<file path="src/rtl/pll_md_pkg.sv">
// Shared constants for the PLL MD-port responder: opcodes, register map
// addresses, control/status bit positions and a status-byte helper.
package pll_md_pkg;

    localparam logic [1:0] OPC_IDLE = 2'b00;
    localparam logic [1:0] OPC_WR   = 2'b01;
    localparam logic [1:0] OPC_RD   = 2'b10;
    localparam logic [1:0] OPC_ADDR = 2'b11;

    localparam logic [7:0] REG_CTRL   = 8'h00;
    localparam logic [7:0] REG_FBDIV  = 8'h01;
    localparam logic [7:0] REG_IDIV   = 8'h02;
    localparam logic [7:0] REG_ODIV0  = 8'h03;
    localparam logic [7:0] REG_ODIV1  = 8'h04;
    localparam logic [7:0] REG_STATUS = 8'h05;
    localparam logic [7:0] REG_ID     = 8'h3F;

    localparam int CTRL_SOFT_RST_BIT = 0;
    localparam int CTRL_APPLY_BIT    = 1;
    localparam int STATUS_LOCK_BIT   = 0;
    localparam int STATUS_BUSY_BIT   = 1;

    // Pack lock/busy into the STATUS register layout.
    function automatic logic [7:0] status_byte(input logic lock_in, input logic busy_in);
        logic [7:0] s;
        s = 8'h00;
        s[STATUS_LOCK_BIT] = lock_in;
        s[STATUS_BUSY_BIT] = busy_in;
        return s;
    endfunction

endpackage

</file>
<file path="src/rtl/pll_md_lock_timer.sv">
// Relock model: after reset release or a start pulse, lock stays low for
// RELOCK_CYCLES counting edges. Counting freezes while hold is high.
module pll_md_lock_timer #(
    parameter int RELOCK_CYCLES = 1000
) (
    input  logic mdclk,
    input  logic reset,
    input  logic start,
    input  logic hold,
    output logic lock,
    output logic busy
);

    // A zero-cycle relock still needs a one-bit counter to exist.
    localparam int CNT_W = (RELOCK_CYCLES > 0) ? $clog2(RELOCK_CYCLES + 1) : 1;
    localparam logic [CNT_W-1:0] CNT_INIT = CNT_W'(RELOCK_CYCLES);
    localparam logic [CNT_W-1:0] CNT_ONE  = CNT_W'(1);
    localparam logic [CNT_W-1:0] CNT_ZERO = CNT_W'(0);

    logic [CNT_W-1:0] count;
    logic [CNT_W-1:0] count_next;
    logic             lock_next;

    // Counter/lock next state: start restarts, hold freezes, 1->0 raises lock.
    always_comb begin
        count_next = count;
        lock_next  = lock;
        if (start) begin
            count_next = CNT_INIT;
            lock_next  = 1'b0;
        end else if (count == CNT_ZERO) begin
            lock_next  = 1'b1;
        end else if (!hold) begin
            count_next = count - CNT_ONE;
            lock_next  = (count == CNT_ONE);
        end else begin
            count_next = count;
            lock_next  = lock;
        end
    end

    // Counter and lock state registers.
    always_ff @(posedge mdclk or posedge reset) begin
        if (reset) begin
            count <= CNT_INIT;
            lock  <= 1'b0;
        end else begin
            count <= count_next;
            lock  <= lock_next;
        end
    end

    assign busy = (count != CNT_ZERO);

endmodule

</file>
<file path="src/rtl/pll_md_responder.sv">
// Slave end of the PLL MD reconfiguration bus: register bank with an
// auto-increment pointer, shadow/active divider sets and a modelled lock.
module pll_md_responder
    import pll_md_pkg::*;
#(
    parameter int         ADDR_W        = 6,
    parameter int         RELOCK_CYCLES = 1000,
    parameter logic [7:0] FBDIV_DEF     = 8'd40,
    parameter logic [7:0] IDIV_DEF      = 8'd1,
    parameter logic [7:0] ODIV0_DEF     = 8'd8,
    parameter logic [7:0] ODIV1_DEF     = 8'd4,
    parameter logic [7:0] ID_VALUE      = 8'hA5
) (
    input  logic       mdclk,
    input  logic       reset,
    input  logic [1:0] mdopc,
    input  logic       mdainc,
    input  logic [7:0] mdwdi,
    output logic [7:0] mdrdo,
    output logic       lock,
    output logic [7:0] cfg_fbdiv,
    output logic [7:0] cfg_idiv,
    output logic [7:0] cfg_odiv0,
    output logic [7:0] cfg_odiv1,
    output logic       cfg_rst
);

    localparam logic [ADDR_W-1:0] ADDR_ONE = ADDR_W'(1);

    logic [ADDR_W-1:0] addr;
    logic [ADDR_W-1:0] addr_next;
    logic [7:0]        addr_ext;
    logic              soft_rst;
    logic              apply_pend;
    logic [7:0]        shadow_fbdiv;
    logic [7:0]        shadow_idiv;
    logic [7:0]        shadow_odiv0;
    logic [7:0]        shadow_odiv1;
    logic [7:0]        rd_data;
    logic              busy;
    logic              wr_en;
    logic              rd_en;

    assign addr_ext = 8'(addr);
    assign wr_en    = (mdopc == OPC_WR);
    assign rd_en    = (mdopc == OPC_RD);

    // Pointer update: load on ADDR, optional post-increment on WR/RD.
    always_comb begin
        addr_next = addr;
        case (mdopc)
            OPC_ADDR: addr_next = mdwdi[ADDR_W-1:0];
            OPC_WR,
            OPC_RD: begin
                if (mdainc) begin
                    addr_next = addr + ADDR_ONE;
                end else begin
                    addr_next = addr;
                end
            end
            default: addr_next = addr;
        endcase
    end

    // Read mux; apply reads back as 0 and STATUS reflects the current edge.
    always_comb begin
        rd_data = 8'h00;
        case (addr_ext)
            REG_CTRL:   rd_data = {7'b0000000, soft_rst};
            REG_FBDIV:  rd_data = shadow_fbdiv;
            REG_IDIV:   rd_data = shadow_idiv;
            REG_ODIV0:  rd_data = shadow_odiv0;
            REG_ODIV1:  rd_data = shadow_odiv1;
            REG_STATUS: rd_data = status_byte(lock, busy);
            REG_ID:     rd_data = ID_VALUE;
            default:    rd_data = 8'h00;
        endcase
    end

    // Address pointer register.
    always_ff @(posedge mdclk or posedge reset) begin
        if (reset) begin
            addr <= '0;
        end else begin
            addr <= addr_next;
        end
    end

    // Read data register; holds its value when not reading.
    always_ff @(posedge mdclk or posedge reset) begin
        if (reset) begin
            mdrdo <= 8'h00;
        end else if (rd_en) begin
            mdrdo <= rd_data;
        end
    end

    // Writable registers: CTRL soft reset and the four shadow dividers.
    always_ff @(posedge mdclk or posedge reset) begin
        if (reset) begin
            soft_rst     <= 1'b0;
            shadow_fbdiv <= FBDIV_DEF;
            shadow_idiv  <= IDIV_DEF;
            shadow_odiv0 <= ODIV0_DEF;
            shadow_odiv1 <= ODIV1_DEF;
        end else if (wr_en) begin
            case (addr_ext)
                REG_CTRL:  soft_rst     <= mdwdi[CTRL_SOFT_RST_BIT];
                REG_FBDIV: shadow_fbdiv <= mdwdi;
                REG_IDIV:  shadow_idiv  <= mdwdi;
                REG_ODIV0: shadow_odiv0 <= mdwdi;
                REG_ODIV1: shadow_odiv1 <= mdwdi;
                default:   soft_rst     <= soft_rst;
            endcase
        end
    end

    // Apply pulse and registered core-reset request.
    always_ff @(posedge mdclk or posedge reset) begin
        if (reset) begin
            apply_pend <= 1'b0;
            cfg_rst    <= 1'b0;
        end else begin
            apply_pend <= wr_en && (addr_ext == REG_CTRL) && mdwdi[CTRL_APPLY_BIT];
            cfg_rst    <= soft_rst;
        end
    end

    // Active dividers take the shadow values one edge after an apply write,
    // so a shadow write landing on that edge is not picked up.
    always_ff @(posedge mdclk or posedge reset) begin
        if (reset) begin
            cfg_fbdiv <= FBDIV_DEF;
            cfg_idiv  <= IDIV_DEF;
            cfg_odiv0 <= ODIV0_DEF;
            cfg_odiv1 <= ODIV1_DEF;
        end else if (apply_pend) begin
            cfg_fbdiv <= shadow_fbdiv;
            cfg_idiv  <= shadow_idiv;
            cfg_odiv0 <= shadow_odiv0;
            cfg_odiv1 <= shadow_odiv1;
        end
    end

    pll_md_lock_timer #(
        .RELOCK_CYCLES (RELOCK_CYCLES)
    ) u_lock_timer (
        .mdclk (mdclk),
        .reset (reset),
        .start (apply_pend),
        .hold  (soft_rst),
        .lock  (lock),
        .busy  (busy)
    );

endmodule

</file>
<file path="config.mk">
export PLATFORM = sky130hd
export DESIGN_NAME = pll_md_responder
export DESIGN_NICKNAME = d
export VERILOG_FILES = /design/src/rtl/pll_md_pkg.sv /design/src/rtl/pll_md_lock_timer.sv /design/src/rtl/pll_md_responder.sv
export SDC_FILE = /design/constraint.sdc
export NUM_CORES = 1
export LEC_CHECK = 0
export ABC_AREA = 0
export BUFFER_PORTS_ARGS = -buffer_cell sky130_fd_sc_hd__buf_2
export CORE_MARGIN = 1
export CORE_UTILIZATION = 50
export CTS_BUF_LIST = sky130_fd_sc_hd__clkbuf_16
export CTS_CLUSTER_DIAMETER = 200
export DETAILED_ROUTE_END_ITERATION = 6
export GPL_ROUTABILITY_DRIVEN = 0
export HOLD_SLACK_MARGIN = 0.03
export PLACE_DENSITY = 0.79
export RECOVER_POWER = 25
export SLEW_MARGIN = 20
export SYNTH_ARGS = -nofsm -noshare
export SYNTH_HDL_FRONTEND = slang
export SYNTH_SLANG_ARGS = --single-unit
</file>
<file path="constraint.sdc">
create_clock -name mdclk -period 5.7 [get_ports mdclk]
set_clock_uncertainty 0.05 [all_clocks]
set_input_delay 0.285 -clock mdclk [delete_from_list [all_inputs] [get_ports mdclk]]
set_output_delay 0.285 -clock mdclk [all_outputs]
set_load 0.05 [all_outputs]
</file>
# After elaboration in Yosys (flattened, before gate mapping)
# Cells that the tools add are included.
[totals]
rom_bits = 0
latchBits = 0
in_bits = 13
regBits = 92
out_inout_bits = 42
ram_bits = 0
mem_count = 0
[classes]
n_mux = 9
n_div = 0
bitwise = 0
shifts = 0
reduce_logical = 14
n_addsub = 2
n_eq_ne = 14
magnitude_cmp = 0
n_mul = 0
[ops]
columns = ["op", "count"]
rows = [
  ["$pmux W8 S7", 1],
  ["$mux W10", 3],
  ["$reduce_and A2 Y1", 7],
  ["$eq A6 B2 Y1 const B", 2],
  ["$eq A6 B3 Y1 const B", 2],
  ["$pmux W6 S2", 1],
  ["$eq A10 B1 Y1 const B", 1],
  ["$logic_not A10 Y1", 1],
  ["$reduce_bool A10 Y1", 1],
  ["$sub A10 B1 Y10 const B", 1],
  ["$logic_not A8 Y1", 1],
  ["$add A6 B1 Y6 const B", 1],
  ["$eq A6 B1 Y1 const B", 1],
  ["$eq A6 B6 Y1 const B", 1],
  ["$mux W6", 1],
  ["$eq A2 B2 Y1 const B", 2],
  ["$ne A2 B2 Y1 const B", 2],
  ["$mux W1", 3],
  ["$ne A3 B1 Y1 const B", 1],
  ["$eq A2 B1 Y1 const B", 1],
  ["$logic_and A1 B1 Y1", 2],
  ["$ne A2 B1 Y1 const B", 1],
  ["$reduce_bool A2 Y1", 1],
  ["$reduce_or A2 Y1", 1],
]

# Depth between registers and ports, before layout
[logic_depth]
ltp_word = 4
ltp_mapped = 7

# Modules after synthesis
# From an unflattened synthesis, not the netlist that was laid out.
[unflattened]
cells_unflattened = 329
hier_area_um2 = 4149.0
[modules_own_cells]
columns = ["mod", "seq_area_each_um2", "n_inst", "area_per_inst_um2", "cells_each"]
rows = [
  ["pll_md_responder", 2039.5, 1, 3489.6, 264],
  ["pll_md_lock_timer", 282.8, 1, 659.4, 65],
]

# Worst setup path after synthesis
# No wires, ideal clock.
[synth_path]
path_type = "register -> register"
start = "reg u_lock_timer.count[0]"
end = "reg u_lock_timer.count[7]"
path_stages_with_launch = 8
slack_ns = 3.900
arrival_time_ns = 1.675
n_path_buf = 1
setup_time_ns = 0.075
synth_period_minus_slack_ns = 1.800
path_cell_list = "dfrtp_1 -> inv_1 -> ha_1 -> or3b_2 -> clkbuf_1 -> o21ai_0 -> nor4_1 -> mux2i_1"
[synth_between]
elab_chain_len = 4
elab_cells_between_ends = 7
cone_classes = "add/sub: 1; eq/ne: 1; mux: 3; reduce/logical: 2"
[synth_lines]
columns = ["item", "line", "source"]
rows = [
  ["start, declared", "pll_md_lock_timer.sv:20", "logic [CNT_W-1:0] count;"],
  ["start signal, assigned", "pll_md_lock_timer.sv:48", "count <= count_next;"],
  ["$sub A10 B1 Y10", "pll_md_lock_timer.sv:34", "count_next = count - CNT_ONE;"],
  ["$mux W10", "pll_md_lock_timer.sv:33", "end else if (!hold) begin"],
  ["$mux W10", "pll_md_lock_timer.sv:31", "end else if (count == CNT_ZERO) begin"],
  ["$mux W10", "pll_md_lock_timer.sv:28", "if (start) begin"],
]
# Several ways; a longest one is shown, not always the timed one. The select of a mux whose other input is x is not followed.
# A chain may end at the register's enable or synchronous reset.

# Worst setup path after layout
[layout_path]
start = "reg addr[2]"
end = "reg mdrdo[7]"
[layout_between]
elab_chain_len = 2
elab_cells_between_ends = 8
cone_classes = "eq/ne: 6; mux: 1; reduce/logical: 1"
[layout_lines]
columns = ["item", "line", "source"]
rows = [
  ["start, declared", "pll_md_responder.sv:30", "logic [ADDR_W-1:0] addr;"],
  ["start signal, assigned", "pll_md_responder.sv:85", "addr <= addr_next;"],
  ["$eq A6 B6 Y1, or another cell as far along", "pll_md_responder.sv:68", "case (addr_ext)"],
  ["$pmux W8 S7 (*)", "pll_md_responder.sv:68", ""],
  ["end signal, assigned", "pll_md_responder.sv:94", "mdrdo <= rd_data;"],
  ["end, declared", "pll_md_responder.sv:19", "output logic [7:0] mdrdo,"],
]
# Mark *: on every way between the ends. The rest lies on a longest branch, timed or not.

==> metrics <==
hold buffer count at CTS=1; row cnt=33; Worst path max stage delay=around 0.72 ns; Hold Path Sink=shadow_odiv1[7]; fin crit share=about two fifths; Hold Path Depth=2; Clock Latency Late Sink=0.34 ns; FF-to-FF Start=addr[2]; initial core utilization=between 50% and 60%; Post-synth EDFFs=0; final worst slack=roughly 3.5 ns; maximum number of pins on one net before global-route repair=57; worst path bufs/invs=0; DRT antenna net count=0; Worst Min Path Start=mdwdi[7]; synth unique cells=46; warning count from the yosys run=0; Buffers on Ports=54; Tmin final=between 2 and 2.5 ns; total negative slack=0 ns; CP max FO=27; post-synthesis register bit count=approximately 90; post-CTS setup buffer count=0; first-pass GRT wire length=about 15000 um; power density cells=between 300 and 400 nW/um^2; vias in the first global route=~2900; Clock Sinks=92; Slew Viols, Final=38; Routed WL=9020 um; final setup fails=0; layout cells sized above 1=a little over a third; Max Buffers Root-to-Sink=2; Critical R2R Capture=mdrdo[7]; synthesized area=around 4200 sq um; Worst Tran Pin Value=1.59 ns; core region area=approximately 8000 sq um; Mapped Nets=between 300 and 400; cts bufs inserted=9; vias=a little under 3000; drt drc=0; Critical Path Stages=4; design area=4870 sq um; sequential-to-total area share from yosys stat=a little under three fifths; worst path arrival time=2.39 ns; Max-Cap Viols=1; DP Area=around 4600 sq um; leakage=roughly 2.3 nW; post-CTS sizing=0; reg2reg setup slack=3.46 ns; hpwl dp=6020 um; Area Growth Syn to Fin=16.2%; Final Power=approximately 1.9 mW; final-report hold violation count=0; VDD IR max=approximately 0.17 mV; die width=around 94 um; vias per cell=slightly below 6; CTS tree=built; Syn Inst Count=342; Slowest-stage cell, CP=dfrtp_1; failing checks=capacitance limit, slew limit; startpoint types=flop; Die Y=about 94 um; worst min path class=primary input to flop; CP cell instances=and2_1 -> a41oi_1 -> a21boi_1 -> a211oi_1; Worst-path clk slew=about 0.070 ns; drt pass-1 iters=4; slew margin rel.=-6.31%; RSZ-0062 raised after global routing=no; total track usage=between 20% and 30%; DR WL/cell=around 18 um; fin nets=~420; fin cells=slightly above 500; average cell area after synthesis=12.3 sq um; initial antenna violation count=0; cell family with the largest share of critical-path delay=compound AO/OA/AOI/OAI gates; initial drt markers=244; status=finished with violations; placed cells=just under 500; H-tree depth=3; CP endpoint kind=flop; ys async rst share=100%; CP Class=flop to flop; gr ovfl total=0; Most used DFF post-synth=dfrtp_1; die footprint=8760 sq um; dpl ws=about 3.5 ns; max frequency=447 MHz; WP data required=around 5.9 ns; # IOs=55; Worst R2R Path Depth=4; root buf cell=clkbuf_16; Inserted Diodes=0
## power by group
group          switching [mW]  total (mW)  leakage (nW)  internal [mW]
clock                   0.251       0.638         0.160          0.387
combinational           0.215       0.355         0.976          0.139
sequential              0.118       0.872          1.19          0.754
## cell usage in the layout (no fill, tap or decap), types with 4 or more instances in the layout
master / netlist / final
o21ai_0: 12 / 12
inv_1: 11 / 10
a21oi_1: 10 / 10
buf_2: 1 / 35
ha_1: 10 / 10
nor2_1: 30 / 30
nor3_1: 4 / 4
dfstp_2: 16 / 16
nand2_1: 13 / 13
a221oi_1: 4 / 4
clkbuf_16: 0 / 9
nand3_1: 11 / 11
dfrtp_1: 76 / 76
a22oi_1: 12 / 12
clkbuf_1: 8 / 19
a211oi_1: 9 / 9
nor2b_1: 5 / 5
mux2_2: 65 / 65
## cells in the mapped netlist (3+ instances only)
cell / number / area, sq um
inv_1: 11 / 41.3
dfstp_2: 16 / 420
mux2_2: 65 / 732
xor2_1: 3 / 26.3
a221oi_1: 4 / 35.0
ha_1: 10 / 125
o21ai_0: 12 / 60.1
dfrtp_1: 76 / 1900
a22oi_1: 12 / 90.1
nand3_1: 11 / 55.1
buf_1: 5 / 18.8
nor2_1: 30 / 113
nand2_1: 13 / 48.8
clkbuf_1: 8 / 30.0
a211oi_1: 9 / 67.6
nor2b_1: 5 / 31.3
a21oi_1: 10 / 50.1
nor3_1: 4 / 20.0
or3_1: 3 / 18.8
## sequential cells by signal, indices dropped and copies added (netlist names)
signal / count
cfg_fbdiv: 8
shadow_odiv1: 8
mdrdo: 8
soft_rst: 1
cfg_odiv0: 8
u_lock_timer.lock: 1
addr: 6
cfg_idiv: 8
shadow_odiv0: 8
cfg_odiv1: 8
shadow_fbdiv: 8
cfg_rst: 1
u_lock_timer.count: 10
shadow_idiv: 8
apply_pend: 1
## routing by layer
layer	part of all wire, %	routed length (um)	up-vias	track usage, %
li1	-	-	1345	-
met1	44	3990	1477	30.1
met2	49	4400	85	35.8
met3	5.8	520	9	5.93
met4	1.2	106	0	9.62
met5	0	0	-	0
## worst register-to-register path: stages (launching register included)
cell      delay (ns)
dfrtp_1         0.72
and2_1          0.39
a41oi_1         0.45
a21boi_1        0.40
a211oi_1        0.10
## kinds of logic after synthesis
family	synth area share, %
muxes	17.9
and+or+nand+nor	11.5
DFF	55.4
AOI/OAI and AO/OA	9.16
adders and majority gates	2.98
buffers and inverters	2.27
xor gates and xnor gates	0.835
## worst max path at each step
stage / startpoint / slack, ns / to
floorplan: reset / 3.00 / addr[0]
global placement: addr[2] / 3.61 / mdrdo[7]
detailed placement: addr[2] / 3.52 / mdrdo[7]
CTS: addr[2] / 3.51 / mdrdo[7]
global route: reset / 3.10 / addr[2]
finish: addr[2] / 3.46 / mdrdo[7]
## per-stage QoR
step | hold slack (ns) | utilization [%]
floorplan | 0.379 | -
global placement | 0.315 | 55.8
detailed placement | 0.326 | 55.8
CTS | 0.178 | 59.9
global route | 0.180 | 59.6
finish | 0.192 | 59.6
## final cells by class
cell class,instances,area (sq um)
clock buffer,9,225
clock inverter,7,103
fill,666,3300
inverter,11,42.5
multi-input combinational,225,1780
sequential,92,2320
tap,105,131
timing repair buffer,57,272
No activity file was read; power rests on OpenSTA's default activity.
